### src/rtl/mem_arbiter.sv
// ============================================================================
// Module      : mem_arbiter
// Description : Arbitrates icache reads and dcache reads/writes onto a single
//               RAM port, one transaction in flight, with fair alternation.
//               Optional counters enabled by defining ARB_STATS_EN.
// Revision    : 1.0  initial release
// ============================================================================
`default_nettype none

module mem_arbiter #(
  parameter int ADDR_W = 32,
  parameter int DATA_W = 32,
  parameter int STAT_W = 32
) (
  input  logic              CLK,
  input  logic              RST,
  input  logic              iREN,
  input  logic [ADDR_W-1:0] iaddr,
  input  logic              dREN,
  input  logic              dWEN,
  input  logic [ADDR_W-1:0] daddr,
  input  logic [DATA_W-1:0] dstore,
  output logic              iwait,
  output logic              dwait,
  output logic [DATA_W-1:0] iload,
  output logic [DATA_W-1:0] dload,
  output logic              ramREN,
  output logic              ramWEN,
  output logic [ADDR_W-1:0] ramaddr,
  output logic [DATA_W-1:0] ramstore,
  input  logic [DATA_W-1:0] ramload,
  input  logic [1:0]        ramstate,
  output logic [STAT_W-1:0] icount,
  output logic [STAT_W-1:0] dcount,
  output logic [STAT_W-1:0] stalls
);

  localparam logic [1:0] RAM_ACCESS = 2'd2;

  typedef enum logic [1:0] {
    IDLE = 2'd0,
    DGNT = 2'd1,
    IGNT = 2'd2
  } state_t;

  state_t state, next_state;
  logic   last_d;
  logic   d_req;
  logic   i_done;
  logic   d_done;

  assign d_req  = dREN | dWEN;
  assign d_done = (state == DGNT) && d_req && (ramstate == RAM_ACCESS);
  assign i_done = (state == IGNT) && iREN  && (ramstate == RAM_ACCESS);

  always_ff @(posedge CLK) begin
    if (RST) begin
      state  <= IDLE;
      last_d <= 1'b0;
    end else begin
      state <= next_state;
      if (d_done)
        last_d <= 1'b1;
      else if (i_done)
        last_d <= 1'b0;
    end
  end

  always_comb begin
    next_state = state;
    ramREN     = 1'b0;
    ramWEN     = 1'b0;
    ramaddr    = '0;
    ramstore   = '0;
    iwait      = iREN;
    dwait      = d_req;
    iload      = '0;
    dload      = '0;
    case (state)
      IDLE: begin
        if (d_req && iREN)
          next_state = last_d ? IGNT : DGNT;
        else if (d_req)
          next_state = DGNT;
        else if (iREN)
          next_state = IGNT;
      end
      DGNT: begin
        // A dropped request aborts: strobes fall now, re-arbitrate next cycle.
        if (!d_req) begin
          next_state = IDLE;
        end else begin
          ramaddr  = daddr;
          ramstore = dstore;
          if (dWEN)
            ramWEN = 1'b1;
          else
            ramREN = dREN;
          if (ramstate == RAM_ACCESS) begin
            dwait      = 1'b0;
            dload      = ramload;
            next_state = IDLE;
          end
        end
      end
      IGNT: begin
        if (!iREN) begin
          next_state = IDLE;
        end else begin
          ramaddr = iaddr;
          ramREN  = 1'b1;
          if (ramstate == RAM_ACCESS) begin
            iwait      = 1'b0;
            iload      = ramload;
            next_state = IDLE;
          end
        end
      end
      default: next_state = IDLE;
    endcase
  end

`ifdef ARB_STATS_EN
  logic [STAT_W-1:0] icount_q;
  logic [STAT_W-1:0] dcount_q;
  logic [STAT_W-1:0] stalls_q;

  always_ff @(posedge CLK) begin
    if (RST) begin
      icount_q <= '0;
      dcount_q <= '0;
      stalls_q <= '0;
    end else begin
      if (i_done)
        icount_q <= icount_q + 1'b1;
      if (d_done)
        dcount_q <= dcount_q + 1'b1;
      if ((iREN | d_req) && (ramstate != RAM_ACCESS))
        stalls_q <= stalls_q + 1'b1;
    end
  end

  assign icount = icount_q;
  assign dcount = dcount_q;
  assign stalls = stalls_q;
`else
  assign icount = '0;
  assign dcount = '0;
  assign stalls = '0;
`endif

endmodule

`default_nettype wire

### config.mk
export PLATFORM = sky130hd
export DESIGN_NAME = mem_arbiter
export DESIGN_NICKNAME = d
export VERILOG_FILES = /design/src/rtl/mem_arbiter.sv
export SDC_FILE = /design/constraint.sdc
export NUM_CORES = 1
export LEC_CHECK = 0
export CORE_AREA = 2 2 140 142
export DETAILED_ROUTE_END_ITERATION = 12
export DIE_AREA = 0 0 142 144
export PLACE_DENSITY = 0.55
export RECOVER_POWER = 100
export SYNTH_ARGS = -nofsm -noshare
export SYNTH_HDL_FRONTEND = slang
export SYNTH_SLANG_ARGS = --single-unit
export TNS_END_PERCENT = 5
### constraint.sdc
create_clock -name CLK -period 2.41 [get_ports CLK]
set_input_delay 0.3615 -clock CLK [delete_from_list [all_inputs] [get_ports CLK]]
set_output_delay 0.3615 -clock CLK [all_outputs]
set_load 0.02 [all_outputs]
# [Word level (Yosys, flattened, before mapping)]
# Index checks and enable logic that the tools add are counted.
[totals] output_inout_bits=228 elab_cells=46 ff_bits=3 in_bits=135
[classes] n_reduce_logical=7 n_bitwise=1 muxes=32 n_eq_ne=4
[ops] cell="32-bit 2-to-1 mux" n=9
[ops] cell="32-bit case mux with 2 select lines" n=1
[ops] cell="2-bit 2-to-1 mux" n=7
[ops] cell="1-bit 2-to-1 mux" n=13
[ops] cell="2-bit case mux with 3 select lines" n=1
[ops] cell="1-bit logical AND" n=5
[ops] cell="2-bit == test, second input constant" n=2
[ops] cell="4-bit inequality test, second input constant" n=1
[ops] cell="2-bit by 1-bit == test with 1-bit output, second input constant" n=1
[ops] cell="2-bit logical NOT" n=1
[ops] cell="1-bit case mux with 2 select lines" n=1
[ops] cell="2-bit nonzero test" n=1
[ops] cell="1-bit OR" n=1

# [Longest topological paths before layout]
# Gate-level depths: netlist of the first run.
[logic_depth] depth_word=5 ltp_mapped=7 depth_no_buf=5

# [Worst setup path after synthesis of the first run]
# Ideal clock, no wire load.
[synth_path] kind="flip-flop to output port" start="register state[1]" end="output ramaddr[12]" path_buffers=2 arrival_ns=1.385 setup_slack_ns=0.664 required_time_ns=2.049 path_stages_with_launch=8 cell_sequence="dfxtp_1 > inv_1 > ha_1 > o21a_1 > buf_6 > buf_6 > a22oi_1 > nor2b_1"
[synth_between] elab_chain_cells=2 word_cells_on_any_way=3 cone_classes="2 x eq/ne; 1 x mux"
[synth_lines] item="start: declaration" line_no="46" rtl="state_t state, next_state;"
[synth_lines] item="start signal: assignment" line_no="61" rtl="state <= next_state;"
[synth_lines] item="2-bit == test / 2-bit by 1-bit == test with 1-bit output (equally long branches)" line_no="79" rtl="case (state)"
[synth_lines] item="32-bit case mux with 2 select lines (*)" line_no="79"
[synth_lines] item="end: declaration" line_no="29" rtl="output logic [ADDR_W-1:0] ramaddr,"
# Mark *: on every way between the ends. The rest lies on a longest branch, timed or not.

# [Final worst setup path of the first run]
[layout_path] start="input dREN" end="output ramstore[18]"
[layout_between] elab_chain_cells=3
[layout_lines] item="start: declaration" line_no="19" rtl="input logic dREN,"
[layout_lines] item="1-bit OR" line_no="52" rtl="assign d_req = dREN | dWEN;"
[layout_lines] item="32-bit 2-to-1 mux" line_no="90" rtl="if (!d_req) begin"
[layout_lines] item="32-bit 2-to-1 mux" line_no="79"
[layout_lines] item="end: declaration" line_no="30" rtl="output logic [DATA_W-1:0] ramstore,"
# No other way between the ends.

==> results of run 1 <==
-- cell families after synthesis --
logic type | after synthesis
compound gates | 40
fa+ha+maj | 4
buf+inv | 118
flops | 3
other cells | 1
simple gates | 146
-- path summary, 6_finish.rpt --
path                                from      endpoint
worst max-delay path                dREN  ramstore[18]
worst min-delay path              last_d      state[1]
worst max register to register  state[0]        last_d
worst min register to register    last_d      state[1]
-- final cells by class --
| cell class | count | area (sq um) | share of cell area |
|---|---|---|---|
| well taps | 238 | 297.8 | 0.06064 |
| repair buffers | 303 | 2826 | 0.5755 |
| multi-input cells | 286 | 1639 | 0.3338 |
| flip-flops and latches | 3 | 61.31 | 0.01248 |
| inverters | 2 | 7.507 | 0.001529 |
| clock buffers | 4 | 78.83 | 0.01605 |
-- power groups by stage --
| stage | logic, uW | clock network (uW) | registers (uW) |
|---|---|---|---|
| 2_1_floorplan | 554 | 0 | 58.3 |
| 3_3_place_gp | 950 | 0 | 58.5 |
| 3_5_place_dp | 946 | 0 | 58.4 |
| 4_1_cts | 894 | 271 | 57.7 |
| 5_1_grt | 946 | 280 | 59.2 |
| 6_report | 876 | 267 | 58.2 |
-- state kept, by name, summed over array words and instances, names as in the netlist --
signal and cells:
last_d 1, state 2
-- cell usage after synthesis --
library cell / count / share of area
a21boi_0: 1 / 0.0034
a21oi_1: 1 / 0.0023
a22oi_1: 32 / 0.11
and2_1: 98 / 0.28
and4b_1: 1 / 0.0045
buf_2: 3 / 0.0068
buf_4: 99 / 0.34
buf_6: 5 / 0.026
clkbuf_1: 6 / 0.010
clkbuf_2: 3 / 0.0068
conb_1: 1 / 0.0017
dfxtp_1: 3 / 0.027
ha_1: 4 / 0.023
inv_1: 2 / 0.0034
nand2_1: 2 / 0.0034
nand2b_1: 1 / 0.0028
nand3_1: 2 / 0.0045
nand4b_1: 3 / 0.012
nor2_1: 2 / 0.0034
nor2_2: 1 / 0.0028
nor2b_1: 34 / 0.097
nor3_1: 1 / 0.0023
nor3b_4: 1 / 0.0085
o2111ai_1: 3 / 0.012
o21a_1: 2 / 0.0068
o21ba_2: 1 / 0.0045
-- worst max-delay path: stages --
cell and delay, ps:
clkdlybuf4s50_1 540, o21a_2 180, buf_12 150, buf_6 200, and2_0 150, dlygate4sd2_1 330
-- layer usage --
layer / up-vias / track usage
met4: 0 / 0.02947
met3: 4 / 0.02086
met1: 1204 / 0.08259
li1: 1389 / -
met2: 211 / 0.1561
met5: - / 0
-- stage by stage --
stage	setup WS (ps)	power, uW	hold slack [ps]	cell area, sq um
CTS	32.33	1222	586.2	4950
global placement	-163.7	1008	580.4	5030
floorplan	663.5	612.6	505.2	2557
finish	118.8	1201	579.7	4911
global route	0.5760	1286	614.4	4911
detailed placement	-155.5	1005	571.7	5030
==> key figures, run 1 <==
Outcome
  • Status: completed

Critical path
  • Worst setup path class: in -> out
  • Register-to-Register Path Depth: 7
  • Reg2Reg Setup Slack: 1020 ps
  • CP max FO: 29
  • Crit path DAT: 1930 ps
  • Worst Setup End Kind: output pin
  • Critical Path RT: 2050 ps
  • CP startpoint kind: input port

Synthesis
  • Post-synthesis mux area share: 0
  • Post-Synthesis Cell Area: 0.002201 sq mm
  • Simple-gate share of the synthesized area: 0.4196
  • Adder-Cell Fraction of Synth Area: 0.02274
  • Main combinational cell family by area after synthesis: simple AND/OR/NAND/NOR gates
  • Synth Instances: 312
  • Yosys Warn Count: 0
  • Sequential-to-total area share from yosys stat: 0.02729
  • Synth Area in Compound Gates: 0.1381
  • Yosys reg bits: 3
  • Avg Inst Size Synth: 7.054 sq um
  • Yosys cell types: 26
  • Synth Area in XOR/XNOR: 0

Timing
  • Tcrit/Tclk final: 0.9507
  • Setup TNS Final: 0 ps
  • Setup Skew: 0.2148 ps
  • Final Hold Fails: 0
  • Achievable Freq: 0.4365 GHz
  • Min Tclk post-route: 2291 ps
  • Slew Viols, Final: 0
  • Final setup fails: 0
  • RSZ-0062 raised after global routing: false

CTS
  • Resize count post-CTS: 127
  • Setup Fix Bufs, Post-CTS: 0
  • CTS tree: yes
  • Clock Latency Late Sink: 230 ps
  • CTS clk-pin slew, worst paths: 30 ps
  • Bufs on Longest Clock Path: 2
  • H-tree depth: 1
  • Cts bufs inserted: 3
  • CTS Sinks: 3
  • Hold-fix buffers, CTS: 0
  • Clock root buffer: clkbuf_16

Power
  • Register share of total power: 0.048
  • Sw frac: 0.4127
  • Net switching power: 495.6 uW
  • Peak supply drop: 0.0001513 V
  • Int Pwr: 705.4 uW
  • PD cells: 244.6 mW/mm^2
  • Power share of the clock group: 0.222
  • Lkg Pwr: 0.002573 uW
  • Comb pwr share: 0.729

Finish
  • Final #Nets: 738
  • Fin util: 0.2574
  • Commonest non-fill, non-tap cell in the layout: clkdlybuf4s50_1
  • Area grow syn2layout: 123.1%
  • Fillers: 2,137
  • Layout cells sized above 1: 0.06856
  • N_diodes: 0
  • Layout Cells excl Fill: 836
  • Most frequent cells in the layout: clkdlybuf4s50_1, dlygate4sd2_1, conb_1

Drt
  • WL met1: 3.232 mm
  • Vias: 2,808
  • Metal3 WL: 965 um
  • WL met2: 4.859 mm
  • Detailed-route wire length per cell: 10.97 um
  • Top Metal Used: met4
  • Final wirelength: 9.174 mm
  • Via/cell ratio: 3.359
  • Drt first pass iters: 4
  • Iteration-0 DRC Markers: 42
  • Final ANT Viol Nets: 0
  • DRC violations left: 0

Global route
  • First-pass GRT wire length: 12.95 mm
  • Vias in the first global route: 2,543
  • Grt total ovfl: 0
  • Gr usage total: 0.08041
  • Pin count of the biggest net entering global routing: 34
  • Initial antenna violation count: 0

Hold path
  • Worst Hold Class: reg -> reg
  • Hold Path Depth: 2

Placement
  • IO Port Bufs: 266
  • Placed cells: 832
  • Gpl congestion: 0.7048
  • Detail Placement HPWL: 8.225 mm

Floorplan
  • Die Y: 144 um
  • Initial Util: 0.1154
  • Die Area: 0.02045 sq mm
  • Die Wd: 142 um
  • Core box area: 0.01908 sq mm
  • I/O Pins: 363
  • Num rows: 51

Run
  • Max-cap violations: 0
Power figures use the tool's default switching activity.
==> run 2: changes to the inputs <==
- CORE_AREA: 2 2 140 142 -> 2 2 142 144
- DIE_AREA: 0 0 142 144 -> 0 0 144 146
- PLACE_DENSITY: 0.55 -> 0.54
- clock period: 2.41 -> 2.3 ns (I/O delays scaled with it)
==> run 2 against run 1 <==
Compared with the run above:
- non-clock buffer count decreased by 16
- cell area fell by 6.1%
- die area up 2.8%
- first-iteration DRC count increased by 45%
- via count decreased by 2.1%
==> key figures, run 2 (synthesis gave the netlist of run 1 again) <==
Critical path
  • CP cell instances: inv_1 -> ha_1 -> and2_1 -> buf_12 -> a22oi_1 -> nor2b_1 -> dlygate4sd2_1
  • CP endpoint: ramaddr[29]
  • Cell family with most CP delay: buffers and inverters
  • Reg2Reg Setup Slack: 860 ps (-160 ps)
  • Reg-to-Reg Start: state[0]
  • Slowest CP cell: dfxtp_1
  • Worst setup path class: reg -> out
  • Worst Setup End Kind: output pin
  • Worst path buffer plus inverter count: 3 (-1)
  • Critical Path RT: 1960 ps (-90 ps)
  • Register-to-Register Path Depth: 6 (-1)
  • CP max FO: 35 (+21%)
  • CP startpoint kind: register
  • Reg2reg end: state[1]
  • Critical Path Start: state[0]
  • Slowest stage delay, CP: 350 ps (-190 ps)
  • Crit path DAT: 1890 ps (-40 ps)
  • Crit path depth: 7 (+1)

CTS
  • Setup Fix Bufs, Post-CTS: 0 (unchanged)
  • CTS Sinks: 3 (unchanged)
  • CTS clk-pin slew, worst paths: 30 ps (about the same)
  • H-tree depth: 1 (unchanged)
  • Bufs on Longest Clock Path: 2 (unchanged)
  • Clock Latency Late Sink: 220 ps (about the same)
  • CTS tree: yes
  • Cts bufs inserted: 3 (unchanged)
  • Clock root buffer: clkbuf_16

Drt
  • Iteration-0 DRC Markers: 61 (+45%)
  • Drt first pass iters: 4 (unchanged)
  • Via/cell ratio: 3.246 (-3.4%)
  • Final wirelength: 9.465 mm (+3.2%)
  • Final ANT Viol Nets: 0 (unchanged)
  • Detailed-route wire length per cell: 11.17 um (+1.8%)
  • DRC violations left: 0 (unchanged)
  • Vias: 2,749 (-2.1%)

Timing
  • Achievable Freq: 0.4469 GHz
  • Tcrit/Tclk final: 0.9728
  • Final Hold Fails: 0 (unchanged)
  • RSZ-0062 raised after global routing: true
  • Final setup fails: 0 (unchanged)
  • Slew Viols, Final: 0 (unchanged)
  • Setup Skew: 0.7025 ps (+0.4877 ps)
  • Min Tclk post-route: 2237 ps

Finish
  • Layout Cells excl Fill: 847 (+1.3%)
  • N_diodes: 0 (unchanged)
  • Post-route cell area: 0.004613 sq mm (-6.1%)
  • Largest regs: state: 2 flops, last_d: 1 flops
  • Largest register by flop count: state
  • Commonest non-fill, non-tap cell in the layout: clkdlybuf4s50_1
  • Layout cells sized above 1: 0.1770 (+0.1084)
  • Most frequent cells in the layout: clkdlybuf4s50_1, and2_1, conb_1
  • Final #Nets: 722 (-2.2%)
  • Fillers: 2,199 (+2.9%)
  • Max reg flops: 2 (unchanged)
  • Area grow syn2layout: 109.6%

Floorplan
  • Initial Util: 0.1138 (-0.001523)
  • I/O Pins: 363 (unchanged)
  • Core box area: 0.01933 sq mm (+1.3%)
  • Die Area: 0.02102 sq mm (+2.8%)
  • Die Y: 146 um (+1.4%)
  • Die Wd: 144 um (+1.4%)
  • Num rows: 51 (unchanged)

Placement
  • IO Port Bufs: 266 (unchanged)
  • Detail Placement HPWL: 8.342 mm (+1.4%)
  • Gpl congestion: 0.7266 (+3.1%)
  • Placed cells: 843 (+1.3%)
  • Placed Area: 0.004931 sq mm (-2.0%)

Global route
  • Initial antenna violation count: 0 (unchanged)
  • Pin count of the biggest net entering global routing: 36 (+5.9%)
  • Grt total ovfl: 0 (unchanged)
  • Vias in the first global route: 2,461 (-3.2%)
  • First-pass GRT wire length: 13.20 mm (+1.9%)
  • Gr usage total: 0.07967 (-0.0007348)

Power
  • Design Power: 1224 uW (+1.9%)
  • PD cells: 265.4 mW/mm^2 (+8.5%)
  • Lkg Pwr: 0.002212 uW (-14%)
  • Peak supply drop: 0.0002333 V (+54%)

Outcome
  • Status: completed

Run
  • Max-cap violations: 0 (unchanged)

Hold path
  • Worst Hold Class: reg -> reg
run 2: layout make-up:
class	count	area, sq um	area share
timing repair buffer	287	2486	0.5389
multi-input combinational	286	1649	0.3575
tap	265	331.6	0.07187
clock buffer	4	78.83	0.01709
sequential	3	60.06	0.01302
inverter	2	7.507	0.001627
run 2: power by group:
part / leakage, uW / internal (uW) / switching (uW)
Clock: 0.0000382 / 228 / 43.2
Combinational: 0.00215 / 431 / 461
Sequential: 0.0000246 / 56.7 / 3.19
run 2: worst min path at each step:
stage	startpoint	endpoint	slack, ps	cells past startpoint
floorplan	state[1]	state[1]	510	2
CTS	last_d	state[1]	600	2
global route	last_d	state[1]	620	2
finish	last_d	state[1]	590	2
detailed placement	last_d	state[1]	590	2
global placement	last_d	state[1]	580	2
run 2: worst min-delay path: stages, from the launching register on:
cell and delay [ps]:
dfxtp_1 330, o2111ai_1 130, nand3_1 90
run 2: per-stage QoR:
stage / hold WS [ps] / utilization / setup slack (ps) / TNS (ps)
floorplan: 505.2 / - / 570.0 / 0
global placement: 576.1 / 0.2550 / -231.3 / -23030
detailed placement: 586.6 / 0.2550 / -248.9 / -24310
CTS: 595.6 / 0.2508 / -17.05 / -17.05
global route: 615.2 / 0.2386 / -62.13 / -332.0
finish: 592.3 / 0.2386 / 62.55 / 0
run 2: per-layer routing:
metal	part of all wire	vias up	GRT usage	wire length, um
met5	0	-	0	0
met2	0.50	217	0.1498	4691
li1	-	1356	-	-
met4	0.011	0	0.02353	102
met1	0.34	1174	0.07880	3234
met3	0.15	2	0.03291	1436
run 2: timing repair:
| item | CTS | global route |
|---|---|---|
| hold endpoints to repair | 0 | 0 |
| setup endpoints to repair | 128 | 96 |
| hold buffers | 0 | 0 |
| resized for setup | 128 | 165 |
